<file path="src/rtl/img_pipe_pkg.sv">
// Shared constants for the image-stage arbiter: FSM encoding, source selects,
// default timeout and the round-robin pick helper.
package img_pipe_pkg;

    localparam logic [1:0] ST_IDLE    = 2'd0;
    localparam logic [1:0] ST_ISSUE   = 2'd1;
    localparam logic [1:0] ST_DONE    = 2'd2;
    localparam logic [1:0] ST_RELEASE = 2'd3;

    localparam logic SEL_A = 1'b0;
    localparam logic SEL_B = 1'b1;

    localparam int TIMEOUT_CYCLES_DEF = 1024;

    // Both requesting: the source not granted last wins; a lone requester always wins.
    function automatic logic rr_pick(input logic req_a, input logic req_b, input logic last_grant);
        if (req_a && req_b) begin
            return ~last_grant;
        end
        return req_a ? SEL_A : SEL_B;
    endfunction

endpackage

</file>
<file path="src/rtl/img_stage_arb_if.sv">
// Handshake and status bundle between two frame sources, the shared stage and
// the arbiter. The slave modport is the arbiter's view.
interface img_stage_arb_if #(
    parameter int CNT_W = 16
);
    logic             ReqA;
    logic             ReqB;
    logic             AckA;
    logic             AckB;
    logic             StageReq;
    logic             StageAck;
    logic             Sel;
    logic             Busy;
    logic [CNT_W-1:0] FrameCntA;
    logic [CNT_W-1:0] FrameCntB;
    logic             TimeoutErr;
    logic             ClrErr;

    modport master (
        output ReqA, ReqB, StageAck, ClrErr,
        input  AckA, AckB, StageReq, Sel, Busy, FrameCntA, FrameCntB, TimeoutErr
    );

    modport slave (
        input  ReqA, ReqB, StageAck, ClrErr,
        output AckA, AckB, StageReq, Sel, Busy, FrameCntA, FrameCntB, TimeoutErr
    );
endinterface

</file>
<file path="src/rtl/img_arb_timer.sv">
// ISSUE-phase watchdog: counts cycles while start is high; expired flags the
// LIMIT-th counted cycle. Only instantiated when IMG_ARB_TIMEOUT_EN is defined.
module img_arb_timer #(
    parameter int LIMIT = 1024
) (
    input  logic Clk,
    input  logic Reset,
    input  logic start,
    input  logic clear,
    output logic expired
);
    localparam int CW = $clog2(LIMIT + 1);

    logic [CW-1:0] cnt_q;

    assign expired = start && (cnt_q == CW'(LIMIT - 1));

    always_ff @(posedge Clk or negedge Reset) begin
        if (!Reset) begin
            cnt_q <= '0;
        end else if (clear) begin
            cnt_q <= '0;
        end else if (start) begin
            cnt_q <= cnt_q + CW'(1);
        end
    end
endmodule

</file>
<file path="src/rtl/img_stage_arb.sv">
// Round-robin arbiter granting sources A/B four-phase access to a shared stage.
// Optional ISSUE timeout with sticky error when IMG_ARB_TIMEOUT_EN is defined.
module img_stage_arb
    import img_pipe_pkg::*;
#(
    parameter int TIMEOUT_CYCLES = TIMEOUT_CYCLES_DEF,
    parameter int CNT_W          = 16
) (
    input  logic           Clk,
    input  logic           Reset,
    img_stage_arb_if.slave bus
);
    logic [1:0] state_q, state_d;
    logic       sel_q, sel_d;
    logic       last_q, last_d;
    logic       stage_req_q, stage_req_d;
    logic [1:0] ack_q, ack_d;
    logic       busy_q;
    logic [1:0] cnt_inc;
    logic [1:0] req;
    logic       winner;
    logic       timeout_hit;
    logic       timed_out_q;

    assign req    = {bus.ReqB, bus.ReqA};
    assign winner = rr_pick(bus.ReqA, bus.ReqB, last_q);

`ifdef IMG_ARB_TIMEOUT_EN
    logic err_q;
    logic set_err;

    img_arb_timer #(
        .LIMIT(TIMEOUT_CYCLES)
    ) u_timer (
        .Clk     (Clk),
        .Reset   (Reset),
        .start   (state_q == ST_ISSUE),
        .clear   (state_q != ST_ISSUE),
        .expired (timeout_hit)
    );

    // A stage acknowledge on the expiry edge takes precedence over the timeout.
    assign set_err = (state_q == ST_ISSUE) && !bus.StageAck && timeout_hit;

    always_ff @(posedge Clk or negedge Reset) begin
        if (!Reset) begin
            err_q       <= 1'b0;
            timed_out_q <= 1'b0;
        end else begin
            if (set_err) begin
                err_q <= 1'b1;
            end else if (bus.ClrErr) begin
                err_q <= 1'b0;
            end
            if (set_err) begin
                timed_out_q <= 1'b1;
            end else if (state_q == ST_IDLE) begin
                timed_out_q <= 1'b0;
            end
        end
    end

    assign bus.TimeoutErr = err_q;
`else
    assign timeout_hit    = 1'b0;
    assign timed_out_q    = 1'b0;
    assign bus.TimeoutErr = 1'b0;
`endif

    always_comb begin
        state_d     = state_q;
        sel_d       = sel_q;
        last_d      = last_q;
        stage_req_d = stage_req_q;
        ack_d       = ack_q;
        cnt_inc     = '0;
        case (state_q)
            ST_IDLE: begin
                if (|req) begin
                    sel_d       = winner;
                    stage_req_d = 1'b1;
                    state_d     = ST_ISSUE;
                end
            end
            ST_ISSUE: begin
                if (bus.StageAck) begin
                    ack_d[sel_q] = 1'b1;
                    state_d      = ST_DONE;
                end else if (timeout_hit) begin
                    ack_d[sel_q] = 1'b1;
                    stage_req_d  = 1'b0;
                    state_d      = ST_DONE;
                end
            end
            ST_DONE: begin
                if (!req[sel_q]) begin
                    ack_d[sel_q] = 1'b0;
                    stage_req_d  = 1'b0;
                    state_d      = ST_RELEASE;
                end
            end
            ST_RELEASE: begin
                if (!bus.StageAck) begin
                    last_d         = sel_q;
                    cnt_inc[sel_q] = !timed_out_q;
                    state_d        = ST_IDLE;
                end
            end
            default: state_d = ST_IDLE;
        endcase
    end

    // Last-grant resets to B so that A wins the first contested round.
    always_ff @(posedge Clk or negedge Reset) begin
        if (!Reset) begin
            state_q     <= ST_IDLE;
            sel_q       <= SEL_A;
            last_q      <= SEL_B;
            stage_req_q <= 1'b0;
            ack_q       <= '0;
            busy_q      <= 1'b0;
        end else begin
            state_q     <= state_d;
            sel_q       <= sel_d;
            last_q      <= last_d;
            stage_req_q <= stage_req_d;
            ack_q       <= ack_d;
            busy_q      <= (state_d != ST_IDLE);
        end
    end

    for (genvar gi = 0; gi < 2; gi++) begin : g_cnt
        logic [CNT_W-1:0] cnt_q;

        always_ff @(posedge Clk or negedge Reset) begin
            if (!Reset) begin
                cnt_q <= '0;
            end else if (cnt_inc[gi]) begin
                cnt_q <= cnt_q + CNT_W'(1);
            end
        end
    end

    assign bus.AckA      = ack_q[0];
    assign bus.AckB      = ack_q[1];
    assign bus.StageReq  = stage_req_q;
    assign bus.Sel       = sel_q;
    assign bus.Busy      = busy_q;
    assign bus.FrameCntA = g_cnt[0].cnt_q;
    assign bus.FrameCntB = g_cnt[1].cnt_q;
endmodule

</file>
<file path="src/flat_wrapper.sv">
// flat-port wrapper written by rule: the top's interface ports become plain ports
module img_stage_arb_flat import img_pipe_pkg::*;
#(
    parameter int TIMEOUT_CYCLES = TIMEOUT_CYCLES_DEF,
    parameter int CNT_W          = 16
)
  (Clk, Reset, bus_ReqA, bus_ReqB, bus_StageAck, bus_ClrErr, bus_AckA, bus_AckB, bus_StageReq, bus_Sel, bus_Busy, bus_FrameCntA, bus_FrameCntB, bus_TimeoutErr);
  img_stage_arb_if #(.CNT_W(CNT_W)) bus_i ();
  input  logic Clk;
  input  logic Reset;
  input wire logic [$bits(bus_i.ReqA)-1:0] bus_ReqA;
  input wire logic [$bits(bus_i.ReqB)-1:0] bus_ReqB;
  input wire logic [$bits(bus_i.StageAck)-1:0] bus_StageAck;
  input wire logic [$bits(bus_i.ClrErr)-1:0] bus_ClrErr;
  output wire logic [$bits(bus_i.AckA)-1:0] bus_AckA;
  output wire logic [$bits(bus_i.AckB)-1:0] bus_AckB;
  output wire logic [$bits(bus_i.StageReq)-1:0] bus_StageReq;
  output wire logic [$bits(bus_i.Sel)-1:0] bus_Sel;
  output wire logic [$bits(bus_i.Busy)-1:0] bus_Busy;
  output wire logic [$bits(bus_i.FrameCntA)-1:0] bus_FrameCntA;
  output wire logic [$bits(bus_i.FrameCntB)-1:0] bus_FrameCntB;
  output wire logic [$bits(bus_i.TimeoutErr)-1:0] bus_TimeoutErr;
  assign bus_i.ReqA = bus_ReqA;
  assign bus_i.ReqB = bus_ReqB;
  assign bus_i.StageAck = bus_StageAck;
  assign bus_i.ClrErr = bus_ClrErr;
  assign bus_AckA = bus_i.AckA;
  assign bus_AckB = bus_i.AckB;
  assign bus_StageReq = bus_i.StageReq;
  assign bus_Sel = bus_i.Sel;
  assign bus_Busy = bus_i.Busy;
  assign bus_FrameCntA = bus_i.FrameCntA;
  assign bus_FrameCntB = bus_i.FrameCntB;
  assign bus_TimeoutErr = bus_i.TimeoutErr;
  img_stage_arb #(.TIMEOUT_CYCLES(TIMEOUT_CYCLES), .CNT_W(CNT_W)) u_core (.Clk(Clk), .Reset(Reset), .bus(bus_i));
endmodule
</file>
<file path="config.mk">
export PLATFORM = sky130hd
export DESIGN_NAME = img_stage_arb_flat
export DESIGN_NICKNAME = d
export VERILOG_FILES = /design/src/rtl/img_pipe_pkg.sv /design/src/rtl/img_stage_arb_if.sv /design/src/rtl/img_arb_timer.sv /design/src/rtl/img_stage_arb.sv /design/src/flat_wrapper.sv
export SDC_FILE = /design/constraint.sdc
export NUM_CORES = 1
export LEC_CHECK = 0
export ABC_CLOCK_PERIOD_IN_PS = 1400
export CORE_MARGIN = 2
export CORE_UTILIZATION = 56
export DETAILED_ROUTE_END_ITERATION = 8
export DONT_BUFFER_PORTS = 1
export PLACE_DENSITY = 0.85
export SYNTH_ARGS = -nofsm -noshare
export SYNTH_HDL_FRONTEND = slang
export SYNTH_SLANG_ARGS = --single-unit
</file>
<file path="constraint.sdc">
create_clock -name Clk -period 1.4 [get_ports Clk]
set_clock_uncertainty 0.1 [all_clocks]
set_input_delay 0.14 -clock Clk [delete_from_list [all_inputs] [get_ports Clk]]
set_output_delay 0.14 -clock Clk [all_outputs]
set_load 0.01 [all_outputs]
</file>
### Yosys cells after proc, flatten, opt, wreduce, memory -nomap -nowiden

Cells that the tools add are included.

* input bits: 6
* register bits: 40

* reduce and logical (&&, ||, !) cells: 11
* bitwise gates (word level): 5
* mux-type cells: 21
* eq/ne operators: 6
* $lt $le $gt $ge: 2
* add/sub/neg operators: 2

Operators by type and width (number)
* 16-bit by 1-bit adder with 16-bit output (second input constant): 2
* 2-bit two-way mux: 8
* 1-bit two-way mux: 9
* 2-bit one-hot mux with 4 select lines: 1
* 3-bit AND reduction: 2
* 2-bit nonzero test: 3
* 2-bit equality test (second input constant): 2
* 2-bit inequality test (second input constant): 2
* 2-bit one-hot mux with 2 select lines: 1
* 2-bit AND reduction: 2
* 2-bit AND: 1
* 2-bit by 1-bit equality test with 1-bit output (second input constant): 1
* 1-bit logical AND: 2
* 2-bit zero test: 1
* 1-bit by 2-bit less-than comparator with 1-bit output (second input constant): 1
* 2-bit by 1-bit inequality test with 1-bit output (second input constant): 1
* 1-bit inverter: 2
* 2-bit inverter: 1
* 2-bit OR: 1
* 1-bit one-hot mux with 2 select lines: 1
* 2-bit OR reduction: 1
* 1-bit demux with 1-bit select: 1
* 1-bit >= comparator (second input constant): 1

### Depth between registers and ports, before layout

Gate-level depths: netlist of the first run.

* word-level depth: 8
* mapped depth: 6

### Worst setup path before layout of the first run

OpenSTA, ideal clock, no wires.

* kind: reg-to-reg
* start point: register u_core.sel_q, in the netlist u_core.bus.Sel
* end point: register u_core.g_cnt[0].cnt_q[9], in the netlist u_core.bus.FrameCntA[9]
* data arrival time: 1.362 ns
* stages on the path, launching flop included: 6
* setup time: 0.126 ns
* slack: -0.188 ns
* cell sequence: dfrtp_1 -> and4bb_4 -> and4_1 -> buf_6 -> nand4_4 -> xnor2_2

* longest elaborated chain between the ends: 6
* elaborated cells between the ends (all ways): 7
* classes of those cells: 2 x order compare; 4 x mux; 1 x reduce/logical

RTL lines
* start: declaration: line img_stage_arb.sv:14 `logic sel_q, sel_d;`
* start signal: assignment: line img_stage_arb.sv:124 `sel_q <= sel_d;`
* 1-bit by 2-bit less-than comparator with 1-bit output (implied by the code) or 1-bit >= comparator (tied branches): line img_stage_arb.sv:105 `cnt_inc[sel_q] = !timed_out_q;`
* 1-bit logical AND
* 1-bit two-way mux
* 1-bit demux with 1-bit select (*)
* 2-bit two-way mux (*): line img_stage_arb.sv:103 `if (!bus.StageAck) begin`
* 2-bit two-way mux (*): line img_stage_arb.sv:77 `case (state_q)`
* end signal: assignment: line img_stage_arb.sv:139 `cnt_q <= cnt_q + CNT_W'(1);`
* end: declaration: line img_stage_arb.sv:133 `logic [CNT_W-1:0] cnt_q;`

Every way passes the cells marked *; elsewhere a longest branch is shown, timed or not.
A chain may end at the register's enable or synchronous reset.

### Worst setup path after layout of the first run

* start point: register u_core.sel_q, in the netlist u_core.bus.Sel
* end point: register u_core.g_cnt[0].cnt_q[15], in the netlist u_core.bus.FrameCntA[15]

The elaborated chain is that of the path after synthesis.

==> flow_summary.yaml, run 1 <==
synth:
  synthXorXnorAreaFrac_pct: 15.01
  synthFlopType: "dfrtp_1"
  yosys_register_bits: 40
  synthCells: 165
  synth.distinct_cells: 36
  syn-num-nets: 173
  ys_top_cells_by_area: "dfrtp_1, xnor2_1, nand2_1"
  synthAdderAreaFrac_pct: 1.311
  synth-compound-area-share_pct: 3.604
  syn_area_um2: 1909
  ys_top_cells_by_count: "dfrtp_1, xnor2_1, nand2_1"
  synthMuxAreaShare_pct: 2.359
  synth_most_common_cell: "dfrtp_1"
  syn_area_per_cell_um2: 11.57
  synthSimpleGateAreaFrac_pct: 21.69
  yosysWarnings: 0
  ys_seq_area_share_pct: 52.49
  synth_top_cell_area_share_pct: 51.11
  ys_async_sr_fraction_pct: 100.0
  synth_top_area_cell: "dfrtp_1"
  synth_edf_count: 0
  synth_top_family_by_area: "simple AND/OR/NAND/NOR gates"
sta:
  fmax_ghz: 0.6454
  timing.final.ws_setup_ns: -0.1495
  rsz0062_at_grt: "true"
  finalHoldViolCount: 0
  slew_viol_final: 0
  finalCriticalPeriod_ns: 1.549
  post-route-period-util_pct: 110.7
  setup_viol: 23
power_and_ir_drop:
  power_leakage_uw: 0.001250
  intPower_uw: 2227
  peakVddDrop_uv: 971.1
  clockPowerShare_pct: 16.0
  total_power_uw: 3462
  power_switching_uw: 1235
  powerDensity_nw_per_um2: 1352
  p_seq_share_pct: 46.0
  combPwrFrac_pct: 38.0
  p_sw_share_pct: 35.68
setup_path:
  reg2reg_slack_ns: -0.15
  crit_start: "u_core.bus.Sel$_DFFE_PN0P_"
  path_cells: "and4bb_4 > and4_4 > buf_12 > nand4_4 > xnor2_2"
  slowest_delay_ns: 0.42
  critPathLaunchType: "flop"
  crit_slowest_cell: "dfrtp_1"
  r2r-start: "u_core.bus.Sel$_DFFE_PN0P_"
  critPathTopFamily: "simple AND/OR/NAND/NOR gates"
  end_kind: "flop"
  cp_max_fo: 7
  critPathKind: "flop to flop"
  worst_ep_required_time_ns: 1.54
  path_buf_inv: 1
  crit_arrival_ns: 1.69
drt:
  vias: 1447
  avgRoutedWirePerCell_um: 16.25
  first_iter_violations: 51
  antenna_left: 0
  viasPerCell: 5.460
  finalWirelength_mm: 4.306
  drc: 0
  drtPass1Iterations: 4
grt:
  grt_max_degree: 41
  overflow: 0
  antenna_found_initial: 0
  busiest_layer: "met2"
  grt_util_met1_pct: 25.49
  grt_util_met3_pct: 7.748
  track_usage_pct: 23.28
  grt_pass1_vias: 1532
  grt_pass1_wl_mm: 7.058
  met2_usage_pct: 40.90
flow_run:
  drv_cap: 0
clock_network:
  clk_path_buf_depth: 2
  worstSkewPairLatency_ns: 0.35
  htree_levels: 2
  cts.sinks: 40
  numCtsBuffers: 5
  cts_tree: "done"
  cts_root_buf: "clkbuf_4"
  clk_pin_slew_ns: 0.12
die:
  die_x_um: 62.39
  initial_core_util_pct: 57.67
  num_rows: 21
  core_um2: 3311
  dieArea_um2: 3893
  io_pins: 44
  die_h_um: 62.39
layout:
  area_growth_pct: 34.08
  antenna_cells: 0
  layout.nets: 227
  drive_above_1_share_pct: 43.84
  nFillCells: 213
placement:
  dp_hpwl_mm: 2.998
  port_buffers: 0
  globalplace.congestion: 0.8077
  dp_slack_ns: -0.1480
run_status:
  outcome: "finished, violations left"
  violations: "setup timing"
min_path:
  min_from: "bus_StageAck"
  hp-class: "primary input to flop"
cell type report:
class | instances | area (um2) | area share [%]
Clock buffer | 6 | 41.29 | 1.613
Clock inverter | 1 | 5.005 | 0.1955
Inverter | 3 | 11.26 | 0.4399
Multi-Input combinational cell | 115 | 982.2 | 38.37
Sequential cell | 40 | 1007 | 39.35
Tap cell | 46 | 57.56 | 2.248
Timing Repair Buffer | 54 | 455.4 | 17.79
power groups by stage:
stage / logic, uW / clock network (uW) / registers, uW
2_1_floorplan: 580 / 0 / 1640
3_3_place_gp: 978 / 0 / 1570
3_5_place_dp: 1050 / 0 / 1590
4_1_cts: 1120 / 556 / 1580
5_1_grt: 1450 / 616 / 1620
6_report: 1320 / 553 / 1590
worst register-to-register path: stages (launching register included):
cell and delay, ns:
dfrtp_1 0.42, and4bb_4 0.33, and4_4 0.22, buf_12 0.13
nand4_4 0.10, xnor2_2 0.15
cells by family (layout without fill, tap and decap cells):
group,Yosys count,in the layout
xor gates and xnor gates,31,31
AOI/OAI and AO/OA,12,12
DFF,40,40
adders and majority gates,2,2
other,1,1
buffers and inverters,10,64
and+or+nand+nor,65,65
muxes,4,4
metrics by stage:
| step | std cells | instance area [um2] | setup TNS [ns] | hold slack [ns] | util [%] |
|---|---|---|---|---|---|
| final | 265 | 2560 | -1.742 | 0.02502 | 77.32 |
| after global routing | 265 | 2560 | -3.036 | 0.03328 | 77.32 |
| after CTS | 255 | 2402 | -1.221 | 0.002515 | 72.56 |
| after detailed placement | 242 | 2263 | -1.369 | -0.2546 | 68.37 |
| after global placement | 242 | 2263 | -0.4841 | -0.2547 | 68.37 |
| after floorplan | 165 | 1964 | -1.364 | -0.2556 | - |
final timing paths:
| kind | endpoint | depth (start not counted) |
|---|---|---|
| worst max-delay path | u_core.bus.FrameCntA[15]$_DFFE_PN0P_ | 5 |
| worst min-delay path | flop | 3 |
| worst max register to register | u_core.bus.FrameCntA[15]$_DFFE_PN0P_ | 5 |
| worst min register to register | u_core.last_q$_DFFE_PN1P_ | 2 |
| max in group asynchronous | u_core.last_q$_DFFE_PN1P_ | 2 |
| min in group asynchronous | u_core.bus.FrameCntA[9]$_DFFE_PN0P_ | 2 |
repair_timing:
item / 4_1_cts / 5_1_grt
resized for setup: 8 / 18
endpoints found under the setup margin: 21 / 30
hold buffers: 5 / 0
endpoints found under the hold margin: 49 / 0
buffers inserted: 1 / 10
pin swaps: 5 / 11
routing by layer:
layer	up-vias	part of all wire, %	wire length, um
met4	0	2.9	126
met5	-	0	0
met3	10	5.6	241
met1	717	36	1568
li1	675	-	-
met2	45	55	2370
sequential cells by signal (all words and copies together) (netlist names), named ones only:
name and flops:
u_core.bus.Sel 1, u_core.state_q 2, u_core.last_q 1, u_core.bus.FrameCntA 16, u_core.bus.StageReq 1, u_core.bus.FrameCntB 16
u_core.bus.Busy 1
cells in the final DEF, fill, tap and decap left out, types with 3 or more instances in the layout:
cell type,instances
nor4_4,3
xnor2_2,6
xor2_1,5
dlygate4sd3_1,4
buf_6,4
a21oi_1,3
mux2_2,3
nand3_1,7
o21ai_0,5
nand2_2,3
xnor2_1,19
nand2_1,17
nor2_1,4
clkbuf_4,5
dfrtp_1,35
dfrtp_2,4
nand4_1,5
buf_4,44
nand3_2,6
Note: power is estimated with default switching activity, not from simulation.
==> run 2, diff against run 1 <==
--- a/config.mk
+++ b/config.mk
@@ -8,2 +8,3 @@
 export ABC_CLOCK_PERIOD_IN_PS = 1400
+export CAP_MARGIN = 20
 export CORE_MARGIN = 2
==> constraint.sdc (replaced) <==
create_clock -name Clk -period 1.4 [get_ports Clk]
set_clock_uncertainty 0.1 [all_clocks]
set_input_delay 0.28 -clock Clk [delete_from_list [all_inputs] [get_ports Clk]]
set_output_delay 0.28 -clock Clk [all_outputs]
set_load 0.01 [all_outputs]
==> run 2 against run 1 <==
Non-clock buffer count increased by 7. Largest power group unchanged. Largest cell class unchanged. Combinational power decreased by 8%. Critical endpoint unchanged. Global-route usage increased by 1.2 points. Flip-flop and latch count unchanged. The run still ends with setup timing left.
==> flow_summary.yaml, run 2 (synthesized netlist as in run 1, its figures left out) <==
sta:
  setup_viol: 23
  slew_viol_final: 0
  rsz0062_at_grt: "true"
  fmax_ghz: 0.6373
  finalCriticalPeriod_ns: 1.569
  post-route-period-util_pct: 112.1
  timing.final.ws_setup_ns: -0.1691
  finalHoldViolCount: 0
placement:
  placed_cell_area_um2: 2292
  port_buffers: 0
  dp_hpwl_mm: 3.003
  globalplace.congestion: 0.8719
min_path:
  hp-class: "primary input to flop"
  whs_path_depth: 2
grt:
  antenna_found_initial: 0
  grt_util_met1_pct: 26.22
  grt_pass1_vias: 1589
  busiest_layer: "met2"
  met2_usage_pct: 45.24
  grt_max_degree: 41
  track_usage_pct: 24.46
  grt_util_met3_pct: 7.207
  grt_pass1_wl_mm: 7.431
  overflow: 0
setup_path:
  critPathKind: "flop to flop"
  crit_arrival_ns: 1.72
  end_kind: "flop"
  path_cells: "and4bb_4 > and4_4 > buf_12 > nand4_4 > xnor2_2"
  slowest_delay_ns: 0.41
  critPathLaunchType: "flop"
  cp_max_fo: 7
  worst_r2r_path_depth: 5
  worst_ep_required_time_ns: 1.55
  crit_slowest_cell: "dfrtp_1"
die:
  die_h_um: 62.39
  core_um2: 3311
  dieArea_um2: 3893
  initial_core_util_pct: 57.67
  io_pins: 44
  num_rows: 21
  die_x_um: 62.39
clock_network:
  cts_root_buf: "clkbuf_4"
  clk_pin_slew_ns: 0.13
  htree_levels: 2
  worstSkewPairLatency_ns: 0.36
  clk_path_buf_depth: 2
  cts.sinks: 40
  numCtsBuffers: 5
  cts_tree: "done"
layout:
  layout_commonest_cell: "buf_4"
  antenna_cells: 0
  final_area_um2: 2641
  area_growth_pct: 38.34
  layout.nets: 234
  mostFrequentLayoutCells: "buf_4, dfrtp_1, xnor2_1"
  drive_above_1_share_pct: 43.17
power_and_ir_drop:
  peakVddDrop_uv: 1121
  powerDensity_nw_per_um2: 1393
  power_leakage_uw: 0.001274
  total_power_uw: 3679
drt:
  drtPass1Iterations: 4
  first_iter_violations: 157
  drc: 0
  viasPerCell: 5.480
  antenna_left: 0
  avgRoutedWirePerCell_um: 16.96
  finalWirelength_mm: 4.630
  vias: 1496
flow_run:
  drv_cap: 0
run_status:
  outcome: "finished, violations left"
  violations: "setup timing"
[run 2: per-stage QoR]
stage | hold slack [ns] | setup TNS (ns) | setup WS, ns | std cells | utilization [%]
floorplan | -0.1156 | -1.360 | -0.1385 | 165 | -
global placement | -0.1146 | -0.5782 | -0.09478 | 249 | 69.24
detailed placement | -0.1146 | -1.192 | -0.1599 | 249 | 69.24
CTS | 0.0007032 | -1.365 | -0.1477 | 268 | 76.49
global route | 0.003893 | -3.556 | -0.2138 | 273 | 79.78
finish | 0.01691 | -2.180 | -0.1691 | 273 | 79.78
[run 2: per-layer routing]
layer	up-vias	share of wire [%]
li1	687	-
met1	762	38
met2	39	57
met3	8	4.2
met4	0	1.3
met5	-	0
[run 2: critical path: cells and delay by family (launching register included)]
kind	cells	cell delay [ns]
flip-flops	1	0.41
XOR/XNOR	1	0.16
AND/OR/NAND/NOR	3	0.67
buffers and inverters	1	0.13
[run 2: path summary, 6_finish.rpt]
check                                                 from                                   end  slack [ns]
worst max-delay path            u_core.bus.Sel$_DFFE_PN0P_  u_core.bus.FrameCntA[15]$_DFFE_PN0P_       -0.17
worst min-delay path                              bus_ReqA            u_core.bus.Sel$_DFFE_PN0P_        0.02
worst max register to register  u_core.bus.Sel$_DFFE_PN0P_  u_core.bus.FrameCntA[15]$_DFFE_PN0P_       -0.17
worst min register to register   u_core.last_q$_DFFE_PN1P_             u_core.last_q$_DFFE_PN1P_        0.42
max in group asynchronous                            Reset             u_core.last_q$_DFFE_PN1P_        0.67
min in group asynchronous                            Reset   u_core.bus.FrameCntA[9]$_DFFE_PN0P_        0.27
[run 2: cell type report]
class	count	area (um2)
clock inverter	1	30.03
tap	46	57.56
inverter	3	11.26
sequential	40	1006
fill	208	669.4
multi-input combinational	115	944.7
clock buffer	7	65.06
timing repair buffer	61	526.8
[run 2: repair_timing]
item	in CTS	in global routing
setup endpoints to repair	28	31
hold buffers	5	1
hold endpoints to repair	46	1
buffers inserted	6	4
resized for setup	13	12
pin swaps	13	8
[run 2: report_power, final]
part	leakage, uW	switching, uW	total, uW	internal, uW
clock network	0.0000515	400	874	474
logic	0.000704	586	1220	635
registers	0.000518	207	1580	1380
total	0.00127	1190	3680	2490
